[src/rtl/hub75_pkg.sv]
// Shared definitions for the HUB75 panel-init arbiter: FSM state encoding,
// pin-bundle layout, idle (blank) pin levels and the state-to-mux mapping.
package hub75_pkg;

   typedef enum logic [1:0] {
      S_KICK   = 2'd0,
      S_RUN    = 2'd1,
      S_GUARD  = 2'd2,
      S_NORMAL = 2'd3
   } hub75_arb_state_e;

   typedef enum logic [1:0] {
      PIN_SEL_IDLE = 2'd0,
      PIN_SEL_INIT = 2'd1,
      PIN_SEL_DISP = 2'd2
   } hub75_pin_sel_e;

   // One HUB75 pin bundle; moved as a unit so sources can never mix.
   typedef struct packed {
      logic [2:0] rgb1;
      logic [2:0] rgb2;
      logic       latch;
      logic       mask_en;
      logic       pixclock;
   } hub75_pins_t;

   // Blank panel: no colour, no latch, no clock, outputs masked.
   localparam logic [2:0] HUB75_IDLE_RGB      = 3'b000;
   localparam logic       HUB75_IDLE_LATCH    = 1'b0;
   localparam logic       HUB75_IDLE_MASK_EN  = 1'b1;
   localparam logic       HUB75_IDLE_PIXCLOCK = 1'b0;

   localparam hub75_pins_t HUB75_IDLE_PINS = '{
      rgb1:     HUB75_IDLE_RGB,
      rgb2:     HUB75_IDLE_RGB,
      latch:    HUB75_IDLE_LATCH,
      mask_en:  HUB75_IDLE_MASK_EN,
      pixclock: HUB75_IDLE_PIXCLOCK
   };

   // Length of the init-sequencer reset pulse issued in S_KICK.
   localparam int KICK_CYCLES = 2;

   // Which source owns the pins while the FSM sits in a given state.
   function automatic hub75_pin_sel_e hub75_state_to_sel(input hub75_arb_state_e st);
      hub75_pin_sel_e sel;
      case (st)
         S_RUN:    sel = PIN_SEL_INIT;
         S_NORMAL: sel = PIN_SEL_DISP;
         default:  sel = PIN_SEL_IDLE;
      endcase
      return sel;
   endfunction

endpackage

[src/rtl/hub75_pin_mux.sv]
// Registered HUB75 pin multiplexer. The select picks the whole pin bundle
// from either the init sequencer, the display pipeline or the idle levels,
// and the chosen bundle appears on the pins one cycle later.
module hub75_pin_mux
   import hub75_pkg::*;
(
   input  logic           clk_in,
   input  logic           reset,
   input  hub75_pin_sel_e sel,
   input  hub75_pins_t    init_pins,
   input  hub75_pins_t    disp_pins,
   output hub75_pins_t    pins
);

   hub75_pins_t pins_reg;

   // Capture the selected bundle as a whole; reset parks the panel blank.
   always_ff @(posedge clk_in) begin
      if (reset) begin
         pins_reg <= HUB75_IDLE_PINS;
      end else begin
         case (sel)
            PIN_SEL_INIT: pins_reg <= init_pins;
            PIN_SEL_DISP: pins_reg <= disp_pins;
            default:      pins_reg <= HUB75_IDLE_PINS;
         endcase
      end
   end

   assign pins = pins_reg;

endmodule

[src/rtl/hub75_init_arbiter.sv]
// HUB75 panel-init arbiter. Kicks the panel-init sequencer, lets it drive the
// pins until it reports completion (or a timeout expires), blanks the panel
// for a guard interval and then hands the pins to the display pipeline.
// Optional feature macro: FM6126_REINIT_EN -- periodic re-initialisation,
// triggered on a frame boundary once REINIT_PERIOD cycles of display elapsed.
// Without the macro S_NORMAL is terminal until reset.
module hub75_init_arbiter
   import hub75_pkg::*;
#(
   parameter int GUARD_CYCLES   = 16,
   parameter int TIMEOUT_CYCLES = 4096,
   parameter int REINIT_PERIOD  = 1000000
)
(
   input  logic       clk_in,
   input  logic       reset,
   // panel-init sequencer
   input  logic [2:0] init_rgb1,
   input  logic [2:0] init_rgb2,
   input  logic       init_latch,
   input  logic       init_mask_en,
   input  logic       init_pixclock,
   input  logic       init_reset_notify,
   // display scan pipeline
   input  logic [2:0] disp_rgb1,
   input  logic [2:0] disp_rgb2,
   input  logic       disp_latch,
   input  logic       disp_mask_en,
   input  logic       disp_pixclock,
   input  logic       disp_frame_start,
   // HUB75 pins
   output logic [2:0] rgb1_out,
   output logic [2:0] rgb2_out,
   output logic       latch_out,
   output logic       mask_en,
   output logic       pixclock_out,
   // control / status
   output logic       init_reset,
   output logic       disp_reset,
   output logic       init_done,
   output logic       init_timeout
);

   localparam logic [15:0] TMO_LAST   = 16'(TIMEOUT_CYCLES - 1);
   localparam logic [7:0]  GUARD_LAST = 8'(GUARD_CYCLES - 1);
   localparam logic        KICK_LAST  = 1'(KICK_CYCLES - 1);

   hub75_arb_state_e state_reg;
   logic             kick_cnt_reg;
   logic [15:0]      tmo_cnt_reg;
   logic [7:0]       guard_cnt_reg;
   logic             init_reset_reg;
   logic             disp_reset_reg;
   logic             init_done_reg;
   logic             init_timeout_reg;
   logic             reinit_fire;

   hub75_pins_t      init_pins;
   hub75_pins_t      disp_pins;
   hub75_pins_t      pins;
   hub75_pin_sel_e   pin_sel;

`ifdef FM6126_REINIT_EN
   localparam logic [31:0] REINIT_LAST = 32'(REINIT_PERIOD - 1);

   logic [31:0] period_cnt_reg;

   // Re-init only at a frame boundary, once the period has elapsed.
   assign reinit_fire = (state_reg == S_NORMAL) &&
                        (period_cnt_reg >= REINIT_LAST) &&
                        disp_frame_start;

   // Period counter runs only while displaying; saturates rather than wraps.
   always_ff @(posedge clk_in) begin
      if (reset || (state_reg != S_NORMAL) || reinit_fire) begin
         period_cnt_reg <= 32'd0;
      end else if (period_cnt_reg != 32'hFFFF_FFFF) begin
         period_cnt_reg <= period_cnt_reg + 32'd1;
      end
   end
`else
   logic unused_reinit_inputs;

   assign reinit_fire          = 1'b0;
   assign unused_reinit_inputs = disp_frame_start & (REINIT_PERIOD > 0);
`endif

   // Sequencing FSM; every status output is registered alongside the state.
   always_ff @(posedge clk_in) begin
      if (reset) begin
         state_reg        <= S_KICK;
         kick_cnt_reg     <= 1'b0;
         tmo_cnt_reg      <= 16'd0;
         guard_cnt_reg    <= 8'd0;
         init_reset_reg   <= 1'b1;
         disp_reset_reg   <= 1'b1;
         init_done_reg    <= 1'b0;
         init_timeout_reg <= 1'b0;
      end else begin
         case (state_reg)
            S_KICK: begin
               init_reset_reg <= 1'b1;
               disp_reset_reg <= 1'b1;
               init_done_reg  <= 1'b0;
               if (kick_cnt_reg == KICK_LAST) begin
                  state_reg      <= S_RUN;
                  kick_cnt_reg   <= 1'b0;
                  tmo_cnt_reg    <= 16'd0;
                  init_reset_reg <= 1'b0;
               end else begin
                  kick_cnt_reg <= kick_cnt_reg + 1'b1;
               end
            end

            S_RUN: begin
               disp_reset_reg <= 1'b1;
               // Completion beats a coincident timeout.
               if (init_reset_notify) begin
                  state_reg        <= S_GUARD;
                  guard_cnt_reg    <= 8'd0;
                  init_reset_reg   <= 1'b1;
                  init_timeout_reg <= 1'b0;
               end else if (tmo_cnt_reg == TMO_LAST) begin
                  state_reg        <= S_GUARD;
                  guard_cnt_reg    <= 8'd0;
                  init_reset_reg   <= 1'b1;
                  init_timeout_reg <= 1'b1;
               end else if (tmo_cnt_reg != 16'hFFFF) begin
                  tmo_cnt_reg <= tmo_cnt_reg + 16'd1;
               end
            end

            S_GUARD: begin
               init_reset_reg <= 1'b1;
               if (guard_cnt_reg == GUARD_LAST) begin
                  state_reg      <= S_NORMAL;
                  disp_reset_reg <= 1'b0;
                  init_done_reg  <= 1'b1;
               end else begin
                  disp_reset_reg <= 1'b1;
                  if (guard_cnt_reg != 8'hFF) begin
                     guard_cnt_reg <= guard_cnt_reg + 8'd1;
                  end
               end
            end

            S_NORMAL: begin
               init_reset_reg <= 1'b1;
               if (reinit_fire) begin
                  state_reg      <= S_KICK;
                  kick_cnt_reg   <= 1'b0;
                  disp_reset_reg <= 1'b1;
                  init_done_reg  <= 1'b0;
               end else begin
                  disp_reset_reg <= 1'b0;
                  init_done_reg  <= 1'b1;
               end
            end

            default: begin
               state_reg <= S_KICK;
            end
         endcase
      end
   end

   // Gather the two sources into pin bundles for the mux.
   assign init_pins = '{
      rgb1:     init_rgb1,
      rgb2:     init_rgb2,
      latch:    init_latch,
      mask_en:  init_mask_en,
      pixclock: init_pixclock
   };

   assign disp_pins = '{
      rgb1:     disp_rgb1,
      rgb2:     disp_rgb2,
      latch:    disp_latch,
      mask_en:  disp_mask_en,
      pixclock: disp_pixclock
   };

   // The select follows the registered state, so the pins change owner only
   // on a state edge.
   assign pin_sel = hub75_state_to_sel(state_reg);

   hub75_pin_mux u_pin_mux (
      .clk_in    (clk_in),
      .reset     (reset),
      .sel       (pin_sel),
      .init_pins (init_pins),
      .disp_pins (disp_pins),
      .pins      (pins)
   );

   generate
      for (genvar gi = 0; gi < 3; gi++) begin : g_rgb
         assign rgb1_out[gi] = pins.rgb1[gi];
         assign rgb2_out[gi] = pins.rgb2[gi];
      end
   endgenerate

   assign latch_out    = pins.latch;
   assign mask_en      = pins.mask_en;
   assign pixclock_out = pins.pixclock;

   assign init_reset   = init_reset_reg;
   assign disp_reset   = disp_reset_reg;
   assign init_done    = init_done_reg;
   assign init_timeout = init_timeout_reg;

endmodule
[config.mk]
export PLATFORM = sky130hd
export DESIGN_NAME = hub75_init_arbiter
export DESIGN_NICKNAME = d
export VERILOG_FILES = /design/src/rtl/hub75_pkg.sv /design/src/rtl/hub75_pin_mux.sv /design/src/rtl/hub75_init_arbiter.sv
export SDC_FILE = /design/constraint.sdc
export NUM_CORES = 1
export LEC_CHECK = 0
export BUFFER_PORTS_ARGS = -buffer_cell sky130_fd_sc_hd__clkbuf_2
export CAP_MARGIN = 15
export CELL_PAD_IN_SITES_DETAIL_PLACEMENT = 0
export CELL_PAD_IN_SITES_GLOBAL_PLACEMENT = 2
export CORE_UTILIZATION = 33
export CTS_CLUSTER_DIAMETER = 40
export DETAILED_ROUTE_END_ITERATION = 12
export PLACE_DENSITY_LB_ADDON = 0.1
export SLEW_MARGIN = 20
export SYNTH_ARGS = -nofsm -noshare
export SYNTH_HDL_FRONTEND = slang
export SYNTH_HIERARCHICAL = 1
export SYNTH_SLANG_ARGS = --single-unit
[constraint.sdc]
create_clock -name clk_in -period 2.65 [get_ports clk_in]
set_input_delay 0.1325 -clock clk_in [delete_from_list [all_inputs] [get_ports clk_in]]
set_output_delay 0.1325 -clock clk_in [all_outputs]
set_load 0.1 [all_outputs]
* Yosys cells after proc, flatten, opt, wreduce, memory -nomap -nowiden
Cells that the tools add are included.
W data, S select, Z words.
** Operators by class
- Add/subtract/negate cells :: 3
- Equality and inequality tests :: 17
- Muxes and demuxes :: 27
- Bitwise logic cells :: 1
- Reduce and logical (&&, ||, !) cells :: 12
** Operators by type and width (number)
- $mux W16 :: 4
- $mux W8 :: 4
- $pmux W16 S2 :: 1
- $pmux W9 S2 :: 1
- $add A16 B1 Y16 const B :: 1
- $eq A16 B12 Y1 const B :: 1
- $ne A16 B16 Y1 const B :: 1
- $pmux W8 S2 :: 1
- $ne A2 B2 Y1 const B :: 7
- $pmux W1 S3 :: 3
- $add A8 B1 Y8 const B :: 1
- $eq A8 B4 Y1 const B :: 1
- $mux W2 :: 4
- $ne A8 B8 Y1 const B :: 1
- $reduce_and A4 Y1 :: 2
- $mux W1 :: 7
- $eq A2 B2 Y1 const B :: 3
- $pmux W2 S3 :: 1
- $reduce_bool A2 Y1 :: 3
- $reduce_and A5 Y1 :: 1
- $eq A2 B1 Y1 const B :: 2
- $pmux W2 S2 :: 1
- $reduce_and A2 Y1 :: 2
- $reduce_or A2 Y1 :: 2
- 5 further kinds :: 5
** Storage, ports and cells
- Flip-flop bits (word level) :: 40
- Bits of input ports :: 22
- Output and inout port bits :: 13
- Logic and storage cells :: 73

* Depth between registers and ports, before layout
- Word-level depth :: 5
- Depth in mapped cells :: 8
- Depth with buffers taken out :: 7

* Hierarchy
The synthesis kept the hierarchy.
** By module, submodules not included
- hub75_init_arbiter :: instances 1, cells an instance 216, area each 1816.7 µm², sequential area each 620.6 µm²
- hub75_pin_mux :: instances 1, cells an instance 34, area each 337.8 µm², sequential area each 180.2 µm²

* Worst setup path after synthesis
No wires, ideal clock.
- Path kind :: register to register
- From :: reg state_reg[1]
- To :: reg guard_cnt_reg[7]
- Library setup time :: 0.121 ns
- Arrival time :: 1.787 ns
- Required time :: 2.529 ns
- Path slack :: 0.742 ns
- Stages on the path, launching flop included :: 8
- Buffers on the path :: 1
- Period minus slack after synthesis :: 1.908 ns
- Cells stage by stage :: dfxtp_1 inv_1 ha_1 clkbuf_8 or2b_2 nor2_4 and4b_2 mux2_2
** Between the ends
- Cells in the longest elaborated chain, start to end :: 3
- Elaborated cells on any way between the ends :: 8
- Those cells by class :: 5 x eq/ne; 1 x mux; 2 x reduce/logical
** Ends and longest elaborated chain
- start, declared :: RTL line hub75_init_arbiter.sv:48 : hub75_arb_state_e state_reg;
- start signal, assigned :: RTL line hub75_init_arbiter.sv:91 : state_reg <= S_KICK;
- start signal, assigned :: RTL line hub75_init_arbiter.sv:106 : state_reg <= S_RUN;
- start signal, assigned :: RTL line hub75_init_arbiter.sv:119 : state_reg <= S_GUARD;
- $eq A2 B1 Y1 or $eq A2 B2 Y1 (tied branches) :: RTL line hub75_init_arbiter.sv:100 : case (state_reg)
- $ne A3 B3 Y1 (no source line), or another cell as far along
- $reduce_and A4 Y1 (no source line)
- end signal, assigned :: RTL line hub75_init_arbiter.sv:142 : guard_cnt_reg <= guard_cnt_reg + 8'd1;
- end, declared :: RTL line hub75_init_arbiter.sv:51 : logic [7:0] guard_cnt_reg;
Parallel ways exist; a longest one is shown, timed or not.
A chain may end at the register's enable or synchronous reset.

* Worst setup path after layout
- From :: reg state_reg[1]
- To :: reg tmo_cnt_reg[7]
** Between the ends
- Cells in the longest elaborated chain, start to end :: 3
- Elaborated cells on any way between the ends :: 9
- Those cells by class :: 5 x eq/ne; 1 x mux; 3 x reduce/logical
** Ends and longest elaborated chain
- $eq A2 B1 Y1 or $logic_not A2 Y1 (tied branches) :: RTL line hub75_init_arbiter.sv:100
- $ne A2 B2 Y1 (no source line) or $reduce_bool A2 Y1 (tied branches)
- $reduce_and A5 Y1 (no source line)
- end signal, assigned :: RTL line hub75_init_arbiter.sv:129 : tmo_cnt_reg <= tmo_cnt_reg + 16'd1;
- end, declared :: RTL line hub75_init_arbiter.sv:50 : logic [15:0] tmo_cnt_reg;
Parallel ways exist; a longest one is shown, timed or not.

==> impl_metrics.prom <==
# TYPE chip_impl_metric gauge
chip_impl_info{name="status",value="completed"} 1
chip_impl_metric{name="groute.layer.met3.usage",unit=""} 0.0348
chip_impl_metric{name="totalNegativeSetupSlack",unit="ns"} 0
chip_impl_metric{name="cts.sinks",unit=""} 40
chip_impl_metric{name="cts.reportedPaths.clkPinSlew",unit="ns"} 0.08
chip_impl_metric{name="gr-usage-all-layers",unit=""} 0.168
chip_impl_info{name="grt_most_used_layer",value="met2"} 1
chip_impl_metric{name="detailedRoute.firstPassIterationCount",unit=""} 4
chip_impl_metric{name="h-tree-depth",unit=""} 2
chip_impl_metric{name="floorplan.core_area",unit="um2"} 6310
chip_impl_metric{name="post_route_cells_drive_above_1_share",unit=""} 0.206
chip_impl_metric{name="area_growth",unit="%"} 12.1
chip_impl_metric{name="crit_share_post_route",unit=""} 0.808
chip_impl_metric{name="die-width",unit="um"} 82.8
chip_impl_info{name="r2r-end",value="tmo_cnt_reg[7]$_SDFFE_PP0P_"} 1
chip_impl_info{name="worstHoldStart",value="init_rgb1[1]"} 1
chip_impl_metric{name="dp_hpwl",unit="mm"} 3.79
chip_impl_info{name="critical_path.startpoint_type",value="register"} 1
chip_impl_metric{name="initial_core_utilization",unit=""} 0.341
chip_impl_info{name="clock_tree_from_tritoncts",value="yes"} 1
chip_impl_metric{name="max_freq",unit="MHz"} 467
chip_impl_info{name="layout_commonest_cell",value="dfxtp_1"} 1
chip_impl_metric{name="clock_path_buffers",unit=""} 2
chip_impl_metric{name="slew_headroom",unit=""} 0.636
chip_impl_metric{name="detail-route-antenna-nets",unit=""} 0
chip_impl_metric{name="critical_path_arrival",unit="ns"} 2.31
chip_impl_metric{name="use_met2",unit=""} 0.296
chip_impl_info{name="rsz0062_at_grt",value="no"} 1
chip_impl_info{name="synth-main-ff-cell",value="dfxtp_1"} 1
chip_impl_metric{name="grt_pass1_vias",unit=""} 1866
chip_impl_metric{name="synth.area.mux_share",unit=""} 0.0145
chip_impl_metric{name="max-vdd-ir-drop",unit="mV"} 0.548
chip_impl_metric{name="synth-adder-area-share",unit=""} 0.0523
chip_impl_metric{name="timing.final.max_slew_violations",unit=""} 0
chip_impl_metric{name="pin_count_of_the_biggest_net_entering_global_routing",unit=""} 28
chip_impl_metric{name="overall_power_consumption",unit="uW"} 2010
chip_impl_metric{name="fp-row-count",unit=""} 29
chip_impl_info{name="critical_path.reg2reg.startpoint",value="state_reg[1]$_SDFFE_PP0P_"} 1
chip_impl_metric{name="cts.repair_timing.setup_buffer_count",unit=""} 0
chip_impl_metric{name="syn_nets",unit=""} 281
chip_impl_info{name="hold-path-endpoint",value="u_pin_mux/pins[7]$_SDFF_PP0_"} 1
chip_impl_metric{name="die_outline_area",unit="um2"} 6860
chip_impl_metric{name="wire_per_inst",unit="um"} 15.5
chip_impl_metric{name="async_reset_ff_frac",unit=""} 0
chip_impl_metric{name="synth_edf_count",unit=""} 0
chip_impl_metric{name="grt_antenna_before_repair",unit=""} 0
chip_impl_metric{name="die_height",unit="um"} 82.8
chip_impl_metric{name="synth.cell_area",unit="um2"} 2150
chip_impl_info{name="synth_top_family_by_area",value="simple AND/OR/NAND/NOR gates"} 1
chip_impl_metric{name="postCtsHoldBufs",unit=""} 0
chip_impl_metric{name="ys_warn_count",unit=""} 6
chip_impl_metric{name="global_route.overflow_total",unit=""} 0
chip_impl_metric{name="r2r.worst_path.cells",unit=""} 7
chip_impl_info{name="mostFrequentLayoutCells",value="dfxtp_1, clkbuf_2, nand2_1"} 1
chip_impl_metric{name="routability_congestion_estimate_from_global_placement",unit=""} 0.734
chip_impl_metric{name="worst_hold_path.num_cells",unit=""} 3
chip_impl_metric{name="filler_cell_count",unit=""} 677
chip_impl_info{name="path_class",value="reg2reg"} 1
chip_impl_metric{name="flop_and_latch_count_out_of_synthesis",unit=""} 40
chip_impl_metric{name="cts-resized-gates",unit=""} 0
chip_impl_metric{name="layoutNonFillerInstCount",unit=""} 354
chip_impl_metric{name="slew_at_the_pin_closest_to_its_max_slew_limit",unit="ns"} 0.548
chip_impl_metric{name="rrSetupSlack",unit="ns"} 0.51
chip_impl_metric{name="mapped_cells",unit=""} 250
chip_impl_metric{name="drt-initial-drc-count",unit=""} 41
chip_impl_metric{name="finalSetupViolations",unit=""} 0
chip_impl_metric{name="drt-vias-per-instance",unit=""} 5.40
chip_impl_metric{name="avgSynthCellArea",unit="um2"} 8.62
chip_impl_metric{name="io_pins",unit=""} 35
chip_impl_metric{name="synth_xor_xnor_area_share",unit=""} 0.00407
chip_impl_metric{name="grt_use_met1",unit=""} 0.204
chip_impl_metric{name="p_leak",unit="uW"} 0.000922
chip_impl_metric{name="synth_simple_gate_area_share",unit=""} 0.253
chip_impl_metric{name="tritoncts.num_buffers",unit=""} 5
chip_impl_metric{name="worst-path-max-fanout",unit=""} 9
chip_impl_metric{name="timing.max_cap.violations",unit=""} 0
chip_impl_metric{name="detailed_place.area",unit="um2"} 2340
chip_impl_metric{name="worst-endpoint-required",unit="ns"} 2.82
chip_impl_metric{name="power.density_cell_area",unit="nW/um2"} 831
chip_impl_metric{name="clock-skew-final",unit="ns"} 0.00989
chip_impl_metric{name="portBuffers",unit=""} 33
chip_impl_metric{name="diodes",unit=""} 0
chip_impl_metric{name="final_period_minus_worst_setup_slack",unit="ns"} 2.14
chip_impl_metric{name="final_area",unit="um2"} 2420
chip_impl_metric{name="synth_compound_gate_area_share",unit=""} 0.239
chip_impl_metric{name="final_nets",unit=""} 308
chip_impl_metric{name="drt_drc_violations_left",unit=""} 0
chip_impl_metric{name="clk-insertion-delay-late",unit="ns"} 0.30
chip_impl_info{name="timing.critical_path.to_type",value="register"} 1
chip_impl_metric{name="ys_types",unit=""} 55
chip_impl_info{name="cts_root_buf",value="clkbuf_8"} 1
chip_impl_metric{name="placed_cells_incl_taps",unit=""} 347
chip_impl_metric{name="wirelength",unit="mm"} 5.48
chip_impl_info{name="min-delay-path-class",value="in2reg"} 1
chip_impl_metric{name="dr_total_vias",unit=""} 1913
chip_impl_metric{name="report.final.hold_viol_count",unit=""} 0
chip_impl_metric{name="grt_first_pass_wirelength",unit="mm"} 9.32
chip_impl_metric{name="max_reg_flops",unit=""} 16
chip_impl_metric{name="synth-seq-area-share",unit=""} 0.372
==> cell usage after synthesis (4+ instances only) <==
cell type  instances  area share
a22oi_1            8       0.028
nor3_1             6       0.014
nor2_1            18       0.031
nand2_1           25       0.044
nor4_1             4       0.012
a21o_1             5       0.017
dfxtp_1           40        0.37
buf_2              4      0.0093
and4_1             4       0.016
nand4_1            9       0.026
nand3_1           11       0.026
a31oi_1            7       0.020
inv_1             11       0.019
clkbuf_1           8       0.014
a21oi_1           10       0.023
o21ai_0            7       0.016
ha_1               9       0.052
o22ai_1            7       0.020
and3_1             5       0.015
==> layout make-up <==
| cell class | instances | area (um2) | share of cell area |
|---|---|---|---|
| Timing Repair Buffer | 36 | 188 | 0.0777 |
| Sequential cell | 40 | 801 | 0.331 |
| Inverter | 11 | 41.3 | 0.0171 |
| Tap cell | 77 | 96.3 | 0.0399 |
| Multi-Input combinational cell | 183 | 1210 | 0.502 |
| Clock inverter | 1 | 5.00 | 0.00207 |
| Clock buffer | 6 | 72.6 | 0.0300 |
==> power by group <==
part           switching (uW)  internal, uW  total [uW]
sequential               50.5           660         710
combinational             612           286         898
clock                     220           179         399
total                     882          1130        2010
==> critical path, stage by stage, from the launching register on <==
cell and delay (ns):
dfxtp_1 0.34, inv_1 0.10, ha_1 0.26, nand2_1 0.21, a21o_1 0.28, o22ai_4 0.29, a31oi_1 0.13, a2111oi_0 0.40
==> metal layers <==
metal | part of all wire | wire (um) | vias up
li1 | - | - | 993
met1 | 0.47 | 2580 | 894
met2 | 0.49 | 2710 | 21
met3 | 0.024 | 129 | 5
met4 | 0.011 | 59 | 0
met5 | 0 | 0 | -
==> per-stage QoR <==
| step | utilization | setup WS, ns | hold slack, ns |
|---|---|---|---|
| after detailed placement | 0.370 | 0.525 | 0.373 |
| after global placement | 0.370 | 0.546 | 0.366 |
| after global routing | 0.383 | 0.245 | 0.0632 |
| final | 0.383 | 0.508 | 0.0682 |
| after floorplan | - | 0.742 | 0.233 |
| after CTS | 0.383 | 0.456 | 0.0639 |
==> worst max path at each step <==
stage / startpoint / end / slack, ns
2_1_floorplan: state_reg[1]$_SDFFE_PP0P_ / guard_cnt_reg[7]$_SDFFE_PP0P_ / 0.74
3_3_place_gp: tmo_cnt_reg[0]$_SDFFE_PP0P_ / guard_cnt_reg[7]$_SDFFE_PP0P_ / 0.55
6_report: state_reg[1]$_SDFFE_PP0P_ / tmo_cnt_reg[7]$_SDFFE_PP0P_ / 0.51
4_1_cts: state_reg[0]$_SDFFE_PP0P_ / tmo_cnt_reg[7]$_SDFFE_PP0P_ / 0.46
5_1_grt: state_reg[0]$_SDFFE_PP0P_ / tmo_cnt_reg[5]$_SDFFE_PP0P_ / 0.25
3_5_place_dp: tmo_cnt_reg[0]$_SDFFE_PP0P_ / guard_cnt_reg[7]$_SDFFE_PP0P_ / 0.53
==> cell families (layout without fill, tap and decap cells) <==
family / count (synthesis) / in the layout
AND/OR/NAND/NOR: 101 / 101
AO/OA/AOI/OAI: 69 / 69
flip-flops: 40 / 40
buffers and inverters: 27 / 54
adder cells (fa/ha/maj): 9 / 9
multiplexers: 3 / 3
XOR/XNOR: 1 / 1
Power figures use the tool's default switching activity.
